`config.mk`:
```
export PLATFORM = sky130hd
export DESIGN_NAME = oam_dma
export DESIGN_NICKNAME = d
export VERILOG_FILES = /design/src/rtl/dma_pkg.sv /design/src/rtl/oam_dma.sv
export SDC_FILE = /design/constraint.sdc
export NUM_CORES = 1
export LEC_CHECK = 0
export ABC_AREA = 1
export CORE_ASPECT_RATIO = 0.7
export CORE_UTILIZATION = 45
export DETAILED_ROUTE_END_ITERATION = 8
export PLACE_DENSITY = 0.83
export SLEW_MARGIN = 10
export SYNTH_ARGS = -nofsm -noshare
export SYNTH_HDL_FRONTEND = slang
export SYNTH_SLANG_ARGS = --single-unit
```
`constraint.sdc`:
```
create_clock -name i_clk -period 2 [get_ports i_clk]
set_clock_uncertainty 0.1 [all_clocks]
set_input_delay 0.4 -clock i_clk [delete_from_list [all_inputs] [get_ports i_clk]]
set_output_delay 0.4 -clock i_clk [all_outputs]
set_load 0.01 [all_outputs]
```
`src/rtl/dma_pkg.sv`:
```
// Shared definitions for the OAM DMA engine: FSM states and the default OAM
// destination window.
package dma_pkg;

    typedef enum logic [1:0] {
        StIdle,
        StXfer,
        StDrain
    } dma_state_e;

    localparam logic [15:0] OAM_BASE = 16'hFE00;
    localparam int unsigned OAM_LEN  = 160;

endpackage

```
`src/rtl/oam_dma.sv`:
```
// OAM DMA engine: copies LENGTH bytes from {page, 8'h00} to DEST_BASE, one
// byte per cycle, through a registered-read memory port.
module oam_dma
    import dma_pkg::*;
#(
    parameter int unsigned LENGTH    = OAM_LEN,
    parameter logic [15:0] DEST_BASE = OAM_BASE
) (
    input  logic        i_clk,
    input  logic        i_rst,
    input  logic        i_start,
    input  logic [7:0]  i_src_page,
    output logic        o_busy,
    output logic        o_done,
    output logic [15:0] o_mem_rd_addr,
    input  logic [7:0]  i_mem_rd_data,
    output logic        o_mem_wr_en,
    output logic [15:0] o_mem_wr_addr,
    output logic [7:0]  o_mem_wr_data
);

    localparam logic [7:0] LastIdx = 8'(LENGTH - 1);

    dma_state_e state_q;
    logic [7:0] page_q;
    logic [7:0] rd_idx_q;
    logic [7:0] wr_idx_q;
    logic       pend_q;
    logic       done_q;

    always_ff @(posedge i_clk or posedge i_rst) begin
        if (i_rst) begin
            state_q  <= StIdle;
            page_q   <= 8'h00;
            rd_idx_q <= 8'h00;
            wr_idx_q <= 8'h00;
            pend_q   <= 1'b0;
            done_q   <= 1'b0;
        end else begin
            done_q <= 1'b0;
            pend_q <= 1'b0;
            unique case (state_q)
                StIdle: begin
                    if (i_start) begin
                        page_q   <= i_src_page;
                        rd_idx_q <= 8'h00;
                        state_q  <= StXfer;
                    end
                end
                StXfer: begin
                    // The read issued this cycle returns next cycle, so it becomes the pending write.
                    pend_q   <= 1'b1;
                    wr_idx_q <= rd_idx_q;
                    rd_idx_q <= rd_idx_q + 8'h01;
                    if (rd_idx_q == LastIdx) begin
                        state_q <= StDrain;
                    end
                end
                StDrain: begin
                    state_q <= StIdle;
                    done_q  <= 1'b1;
                end
                default: state_q <= StIdle;
            endcase
        end
    end

    always_comb begin
        o_busy        = (state_q != StIdle);
        o_done        = done_q;
        o_mem_rd_addr = 16'h0000;
        if (state_q == StXfer) begin
            o_mem_rd_addr = {page_q, 8'h00} + {8'h00, rd_idx_q};
        end
        o_mem_wr_en   = pend_q;
        o_mem_wr_addr = 16'h0000;
        o_mem_wr_data = 8'h00;
        if (pend_q) begin
            o_mem_wr_addr = DEST_BASE + {8'h00, wr_idx_q};
            o_mem_wr_data = i_mem_rd_data;
        end
    end

endmodule

```
==> summary.log, run 1 <==
INFO  pwr            clock_power_share=0.159
INFO  timing         hold_violation_total_from_the_final_report=0
INFO  synth          ys_types=23
INFO  grt            grt_start_max_net_pins=29
INFO  worst_setup_path worstSetupEndpointType=output port
INFO  floorplan      io_pins=62
INFO  synth          synth.cells.most_frequent=51 x sky130_fd_sc_hd__nand2_1, 37 x sky130_fd_sc_hd__inv_1, 30 x sky130_fd_sc_hd__nor2_1, 28 x sky130_fd_sc_hd__dfrtp_1, 11 x sky130_fd_sc_hd__o21ai_1
INFO  pwr            netSwitchingFraction=0.3622
INFO  pwr            cellLeakagePower=1.319nW
INFO  flow_run       max-cap-violations=0
INFO  cts            clock_pin_slew_reported_for_the_worst_setup_and_hold_paths_after_clock_tree_synthesis=0.09ns
INFO  grt            grt_first_pass_wirelength=5299um
INFO  layout         fin_nets=285
INFO  synth          synth-async-reset-ratio=1.000
INFO  floorplan      placement_rows=17
INFO  placed_design  place.port_buffers=60
INFO  route          totalWireLength=3391um
INFO  synth          synth-seq-cells=28
INFO  synth          synthesis.instances=199
INFO  placed_design  place.detailed.instances=291
INFO  run_status     status=finished, violations left
INFO  floorplan      dieWidth=70.70um
INFO  route          drt.antenna.violating_nets=0
INFO  synth          synth_area_leader_cell=sky130_fd_sc_hd__dfrtp_1
INFO  pwr            combinationalPowerShare=0.459
INFO  floorplan      floorplan.die_area=3541um^2
INFO  timing         period_needed=2.002ns
INFO  synth          synth.yosys.warnings=0
INFO  worst_setup_path critical_path_type=in2out
INFO  worst_setup_path crit_path_start_kind=primary input
INFO  placed_design  pre_cts_ws=0.006567ns
INFO  layout         layout-drive-gt1-share=0.1174
INFO  route          firstDrtPassIters=8
INFO  timing         maxClockFrequency=499.6MHz
INFO  placed_design  detailedPlacementHpwl=2161um
INFO  layout         finish.instance_area=2235um^2
INFO  pwr            vdd_drop_max=718.8uV
INFO  cts            ctsLongestPathBuffers=2
INFO  cts            hold_buffers_post_cts=0
INFO  timing         worst_hold_slack=0.3897ns
INFO  synth          ys_dominant_reg_cell=sky130_fd_sc_hd__dfrtp_1
INFO  timing         post-route-period-util=1.001
INFO  floorplan      design.core.area=3148um^2
INFO  grt            global_route_total_overflow=0
INFO  timing         final_slew_viol_count=0
INFO  timing         setup_violations=1
INFO  synth          synth_seq_area_share=0.4714
INFO  pwr            internal-power=0.001380W
INFO  synth          syn_avg_cell_area=7.469um^2
INFO  floorplan      start_util=0.4722
INFO  cts            tritoncts_clock_tree=yes
INFO  route          routed_via_density=4.709
INFO  synth          syn_nets=219
INFO  synth          mappedNetlistArea=1486um^2
INFO  synth          post-synth-top-area-fraction=0.4714
INFO  layout         antenna_cells_inserted=0
INFO  grt            grt_antenna_before_repair=0
INFO  worst_setup_path cp_data_required_time=1.50ns
INFO  cts            cts_inserted_buffers=3
INFO  route          dr_total_vias=1422
INFO  worst_hold_path kind_of_path_behind_the_tightest_hold_check=in2async
INFO  cts            root_buffer=sky130_fd_sc_hd__clkbuf_8
INFO  pwr            power.density=968.5nW/um^2
INFO  route          drc=16
INFO  synth          cell_types_occupying_the_most_area_after_synthesis=sky130_fd_sc_hd__dfrtp_1 47%, sky130_fd_sc_hd__nand2_1 13%, sky130_fd_sc_hd__inv_1 9.3%
INFO  cts            clock_tree.htree_level_count=1
INFO  grt            grt_pass1_vias=1174
INFO  cts            clk-insertion-delay-late=0.27ns
INFO  layout         finalNonFillerCells=302
INFO  layout         syn_to_final_growth=50.34%
INFO  worst_setup_path worst_ep_arrival_time=1.50ns
INFO  timing         totalNegativeSetupSlack=-0.001671ns
INFO  placed_design  gp_congestion=0.8443
INFO  route          routed_wire_length_per_instance=11.23um
INFO  placed_design  dp_area=2085um^2
INFO  grt            gr-usage-all-layers=0.1943
INFO  cts            clock_sinks=28
INFO  worst_setup_path crit_fanout=1
INFO  route          drtIter0Drc=58
INFO  pwr            power_switching=0.0007839W
INFO  synth          synth-edff-count=0
INFO  floorplan      dieHeight=50.09um
INFO  run_status     violations=DRC, setup timing
INFO  pwr            share_seq_of_total_power=0.382
INFO  synth          yosysMostFrequentCell=sky130_fd_sc_hd__nand2_1
INFO  timing         worst_slack=-0.001671ns
## path summary, 6_finish.rpt
check,slack [ns],startpoint,to,cells past startpoint
hold / removal,0.39,i_rst,page_q[0]$_DFFE_PP0P_,3
setup reg to reg,0.52,state_q[1]$_DFFE_PP0P_,rd_idx_q[5]$_DFFE_PP0P_,8
max in group asynchronous,1.12,i_rst,state_q[0]$_DFFE_PP0P_,3
setup / recovery,-0.002,i_mem_rd_data[2],o_mem_wr_data[2],4
min in group i_clk,0.39,wr_idx_q[6]$_DFFE_PP0P_,wr_idx_q[6]$_DFFE_PP0P_,2
hold reg to reg,0.39,wr_idx_q[6]$_DFFE_PP0P_,wr_idx_q[6]$_DFFE_PP0P_,2
## stage by stage
step / power (W) / utilization
6_report: 0.002164 / 0.7099
5_1_grt: 0.002334 / 0.7099
4_1_cts: 0.002183 / 0.6876
3_5_place_dp: 0.001891 / 0.6622
3_3_place_gp: 0.001871 / 0.6622
2_1_floorplan: 0.001387 / -
## worst max-delay path, stage by stage
cell and delay [ns]:
sky130_fd_sc_hd__clkdlybuf4s50_1 0.45, sky130_fd_sc_hd__nand2_1 0.06, sky130_fd_sc_hd__inv_1 0.06, sky130_fd_sc_hd__clkdlybuf4s50_1 0.53
## registers in the layout (all words and copies together) (netlist names)
name and count:
wr_idx_q 8, o_done 1, o_mem_wr_en 1, state_q 2, page_q 8, rd_idx_q 8
## final cells by class
| cell class | instances | area [um^2] |
|---|---|---|
| multi-input cells | 118 | 553.0 |
| repair buffers | 74 | 723.2 |
| fillers | 250 | 913.4 |
| flip-flops and latches | 28 | 703.2 |
| clock buffers | 4 | 55.05 |
| well taps | 38 | 47.55 |
| inverters | 40 | 152.6 |
## timing repair
action / CTS / global route
endpoints found under the setup margin: 16 / 12
setup buffers: 2 / 2
gates cloned: 1 / 2
resized for setup: 22 / 19
pin swaps: 0 / 0
## power by group through the flow
| stage | Sequential, W | Clock, W | Combinational [W] |
|---|---|---|---|
| 2_1_floorplan | 0.000815 | 0 | 0.000571 |
| 3_3_place_gp | 0.000831 | 0 | 0.00104 |
| 3_5_place_dp | 0.000833 | 0 | 0.00106 |
| 4_1_cts | 0.000823 | 0.000352 | 0.00101 |
| 5_1_grt | 0.000847 | 0.000382 | 0.00110 |
| 6_report | 0.000827 | 0.000344 | 0.000993 |
## placed cells by master, fill, tap and decap left out, drive strengths merged, types with 4 or more instances in the layout
cell	count
dlymetal6s2s	13
nand2	55
dfrtp	28
inv	40
buf	14
nand3	6
o21ai	12
clkdlybuf4s50	30
nor2	32
clkbuf	4
a21oi	8
dlygate4sd2	16
## layer usage
layer	vias up	wire [um]	track usage
met4	0	53	0.06333
met2	51	1501	0.2981
met5	-	0	0
li1	713	-	-
met3	7	267	0.05521
met1	651	1568	0.2656
## cells by family after synthesis
family / synth area share
compound gates: 0.07744
fa+ha+maj: 0.008416
buf+inv: 0.1751
flops: 0.4714
other cells: 0.002523
simple gates: 0.2652
Power figures use the tool's default switching activity.
==> run 2: changes to the inputs <==
--- a/config.mk
+++ b/config.mk
@@ -7,9 +7,10 @@
 export LEC_CHECK = 0
 export ABC_AREA = 1
 export CORE_ASPECT_RATIO = 0.7
-export CORE_UTILIZATION = 45
+export CORE_UTILIZATION = 25
 export DETAILED_ROUTE_END_ITERATION = 8
-export PLACE_DENSITY = 0.83
+export PLACE_DENSITY = 0.51
+export REMOVE_ABC_BUFFERS = 1
 export SLEW_MARGIN = 10
 export SYNTH_ARGS = -nofsm -noshare
 export SYNTH_HDL_FRONTEND = slang
==> run 2 against run 1 <==
- the run now ends clean
- sequential power is 0.6% higher
- critical path depth stayed put
- worst hold slack worse by 0.0098 ns
- cell count is 12% higher
- global-route usage is 8.1 points lower
- core utilization is 31 points lower
- power is 0.21% higher
- fmax is 1.9% higher
- register-to-register slack better by 0.16 ns
- non-clock buffer count is 1 lower
- combinational power is 0.9% lower
- setup slack better by 0.038 ns
- critical endpoint is now o_mem_wr_data[0]
- highest routed layer unchanged
==> summary.log, run 2 (same netlist as run 1, synthesis figures left out) <==
INFO  run_status     status=completed [was finished, violations left]
INFO  grt            grt_pass1_vias=1129 [was 1174]
INFO  pwr            combinationalPowerShare=0.454 [was 0.459]
INFO  worst_setup_path worst_path_largest_cell_delay=0.52ns [was 0.53 ns]
INFO  placed_design  place.detailed.instances=331 [was 291]
INFO  layout         finalNonFillerCells=337 [was 302]
INFO  layout         layout.cells.most_common_list=51 x sky130_fd_sc_hd__nand2_1, 37 x sky130_fd_sc_hd__inv_1, 30 x sky130_fd_sc_hd__clkdlybuf4s50_1 [unchanged]
INFO  route          dr_total_vias=1331 [was 1422]
INFO  worst_setup_path crit_slowest_cell=sky130_fd_sc_hd__clkdlybuf4s50_1 [unchanged]
INFO  pwr            netSwitchingFraction=0.3656 [was 0.3622]
INFO  worst_setup_path timing.critical_path.cells=clkdlybuf4s50_1 > nand2_1 > inv_1 > clkdlybuf4s50_1 [unchanged]
INFO  layout         mostFrequentLayoutCell=sky130_fd_sc_hd__nand2_1 [unchanged]
INFO  cts            clock_pin_slew_reported_for_the_worst_setup_and_hold_paths_after_clock_tree_synthesis=0.10ns [was 0.09 ns]
INFO  pwr            cellLeakagePower=1.303nW [was 1.319 nW]
INFO  worst_setup_path reg2regPathDepth=7 [was 8]
INFO  pwr            clock_power_share=0.163 [was 0.159]
INFO  worst_setup_path critical_path_type=in2out [unchanged]
INFO  placed_design  gp_congestion=0.7687 [was 0.8443]
INFO  worst_setup_path worst_ep_arrival_time=1.46ns [was 1.50 ns]
INFO  timing         worst_hold_slack=0.3799ns [was 0.3897 ns]
INFO  timing         maxClockFrequency=509.1MHz [was 499.6 MHz]
INFO  cts            root_buffer=sky130_fd_sc_hd__clkbuf_8 [unchanged]
INFO  floorplan      design.core.area=5727um^2 [was 3148 um^2]
INFO  worst_setup_path crit_buf_inv=3 [unchanged]
INFO  layout         antenna_cells_inserted=0 [unchanged]
INFO  pwr            vdd_drop_max=313.6uV [was 718.8 uV]
INFO  floorplan      floorplan.die_area=6263um^2 [was 3541 um^2]
INFO  layout         layout-drive-gt1-share=0.1107 [was 0.1174]
INFO  worst_hold_path kind_of_path_behind_the_tightest_hold_check=in2async [unchanged]
INFO  timing         period_needed=1.964ns [was 2.002 ns]
INFO  floorplan      io_pins=62 [unchanged]
INFO  layout         largestRegisters=page_q x8, rd_idx_q x8, wr_idx_q x8 [unchanged]
INFO  grt            global_route_total_overflow=0 [unchanged]
INFO  grt            gr-usage-all-layers=0.1132 [was 0.1943]
INFO  grt            grt_first_pass_wirelength=5457um [was 5299 um]
INFO  layout         layout.filler_cells=616 [was 250]
INFO  pwr            power_switching=0.0007929W [was 0.0007839 W]
INFO  floorplan      dieWidth=94.16um [was 70.70 um]
INFO  layout         syn_to_final_growth=52.36% [was 50.34%]
INFO  worst_setup_path cp_num_cells=4 [unchanged]
INFO  timing         hold_violation_total_from_the_final_report=0 [unchanged]
INFO  worst_setup_path crit_path_start_kind=primary input [unchanged]
INFO  cts            tritoncts_clock_tree=yes [unchanged]
INFO  grt            grt_start_max_net_pins=29 [unchanged]
INFO  route          drtIter0Drc=70 [was 58]
INFO  cts            clock_tree.htree_level_count=1 [unchanged]
INFO  route          drt.antenna.violating_nets=0 [unchanged]
INFO  pwr            power.density=957.7nW/um^2 [was 968.5 nW/um^2]
INFO  timing         post-route-period-util=0.9820 [was 1.001]
INFO  timing         setup_violations=0 [was 1]
INFO  placed_design  detailedPlacementHpwl=2475um [was 2161 um]
INFO  grt            grt_antenna_before_repair=0 [unchanged]
INFO  worst_setup_path category_of_cells_accounting_for_the_largest_share_of_critical_path_delay=buffers and inverters [unchanged]
INFO  cts            hold_buffers_post_cts=0 [unchanged]
INFO  route          routed_wire_length_per_instance=10.24um [was 11.23 um]
INFO  placed_design  place.port_buffers=60 [unchanged]
INFO  flow_run       max-cap-violations=0 [unchanged]
INFO  cts            cts_inserted_buffers=3 [unchanged]
INFO  placed_design  dp_area=2153um^2 [was 2085 um^2]
INFO  floorplan      placement_rows=23 [was 17]
INFO  route          firstDrtPassIters=4 [was 8]
INFO  cts            clock_sinks=28 [unchanged]
INFO  floorplan      start_util=0.2596 [was 0.4722]
INFO  layout         fin_nets=283 [was 285]
INFO  worst_setup_path cp_data_required_time=1.50ns [about the same]
INFO  worst_setup_path worstSetupEndpointType=output port [unchanged]
INFO  timing         final_slew_viol_count=0 [unchanged]
INFO  worst_setup_path critical-path-top-cell-by-count=sky130_fd_sc_hd__clkdlybuf4s50_1 [unchanged]
INFO  cts            clk-insertion-delay-late=0.28ns [was 0.27 ns]
INFO  route          routed_via_density=3.950 [was 4.709]
INFO  route          totalWireLength=3450um [was 3391 um]
INFO  layout         finish.instance_area=2265um^2 [was 2235 um^2]
INFO  route          drc=0 [was 16]
INFO  layout         postLayoutCoreUtil=0.3955 [was 0.7099]
INFO  pwr            share_seq_of_total_power=0.384 [was 0.382]
INFO  cts            ctsLongestPathBuffers=2 [unchanged]
INFO  timing         totalNegativeSetupSlack=0ns [was -0.001671 ns]
INFO  pwr            internal-power=0.001376W [was 0.001380 W]
INFO  worst_setup_path crit_fanout=1 [unchanged]
INFO  floorplan      dieHeight=66.52um [was 50.09 um]
INFO  timing         rsz0062_at_grt=false
run 2: changes by cell type in the layout (fill, tap and decap cells not counted), sizes merged:
cell           change
dlymetal6s2s       +1
nand2              -1
buf                -1
clkdlybuf4s15      -1
run 2: final timing paths:
check                                             start                 endpoint  slack, ns
worst max-delay path                   i_mem_rd_data[0]         o_mem_wr_data[0]       0.04
worst min-delay path                              i_rst    page_q[2]$_DFFE_PP0P_       0.38
worst max register to register   state_q[1]$_DFFE_PP0P_  rd_idx_q[5]$_DFFE_PP0P_       0.68
worst min register to register  wr_idx_q[3]$_DFFE_PP0P_  wr_idx_q[3]$_DFFE_PP0P_       0.40
max in group asynchronous                         i_rst   state_q[0]$_DFFE_PP0P_       1.12
min in group i_clk              wr_idx_q[3]$_DFFE_PP0P_  wr_idx_q[3]$_DFFE_PP0P_       0.40
run 2: cell type report:
class | count | area [um^2] | share of cell area
tap | 75 | 93.84 | 0.04144
sequential | 28 | 703.2 | 0.3105
inverter | 40 | 150.1 | 0.06630
multi-input combinational | 117 | 541.8 | 0.2392
timing repair buffer | 73 | 720.7 | 0.3182
clock buffer | 4 | 55.05 | 0.02431
run 2: power by group through the flow:
stage                     clock [W]  sequential [W]  combinational [W]
after floorplan                   0        0.000824           0.000534
after global routing       0.000391        0.000855            0.00111
after global placement            0        0.000840            0.00107
after CTS                  0.000372        0.000831            0.00102
after detailed placement          0        0.000840            0.00108
final                      0.000353        0.000832           0.000984
run 2: worst min-delay path, cell delays in order:
cell	delay, ns
sky130_fd_sc_hd__clkdlybuf4s50_1	0.39
sky130_fd_sc_hd__inv_1	0.05
sky130_fd_sc_hd__buf_4	0.34
run 2: what timing repair did:
action,4_1_cts,5_1_grt
cloned,0,1
setup endpoints to repair,16,17
setup buffers,0,1
resized for setup,20,18
run 2: per-layer routing:
layer	wire length, um	GRT usage
met5	0	0
met4	8	0.01731
met3	281	0.03881
met2	1333	0.1612
met1	1826	0.1653
run 2: through the flow:
step,setup slack [ns],power (W)
CTS,0.006760,0.002219
floorplan,0.2793,0.001358
detailed placement,0.02290,0.001917
global route,0.01004,0.002356
finish,0.03590,0.002169
global placement,0.02610,0.001907
==> run 3: changes to the inputs <==
--- a/config.mk
+++ b/config.mk
@@ -9,9 +9,9 @@
 export CORE_ASPECT_RATIO = 0.7
 export CORE_UTILIZATION = 25
 export DETAILED_ROUTE_END_ITERATION = 8
+export GPL_ROUTABILITY_DRIVEN = 1
 export PLACE_DENSITY = 0.51
 export REMOVE_ABC_BUFFERS = 1
-export SLEW_MARGIN = 10
 export SYNTH_ARGS = -nofsm -noshare
 export SYNTH_HDL_FRONTEND = slang
 export SYNTH_SLANG_ARGS = --single-unit
==> results of run 3 <==
No change in the layout: final DEF, timing and power equal those of run 2.
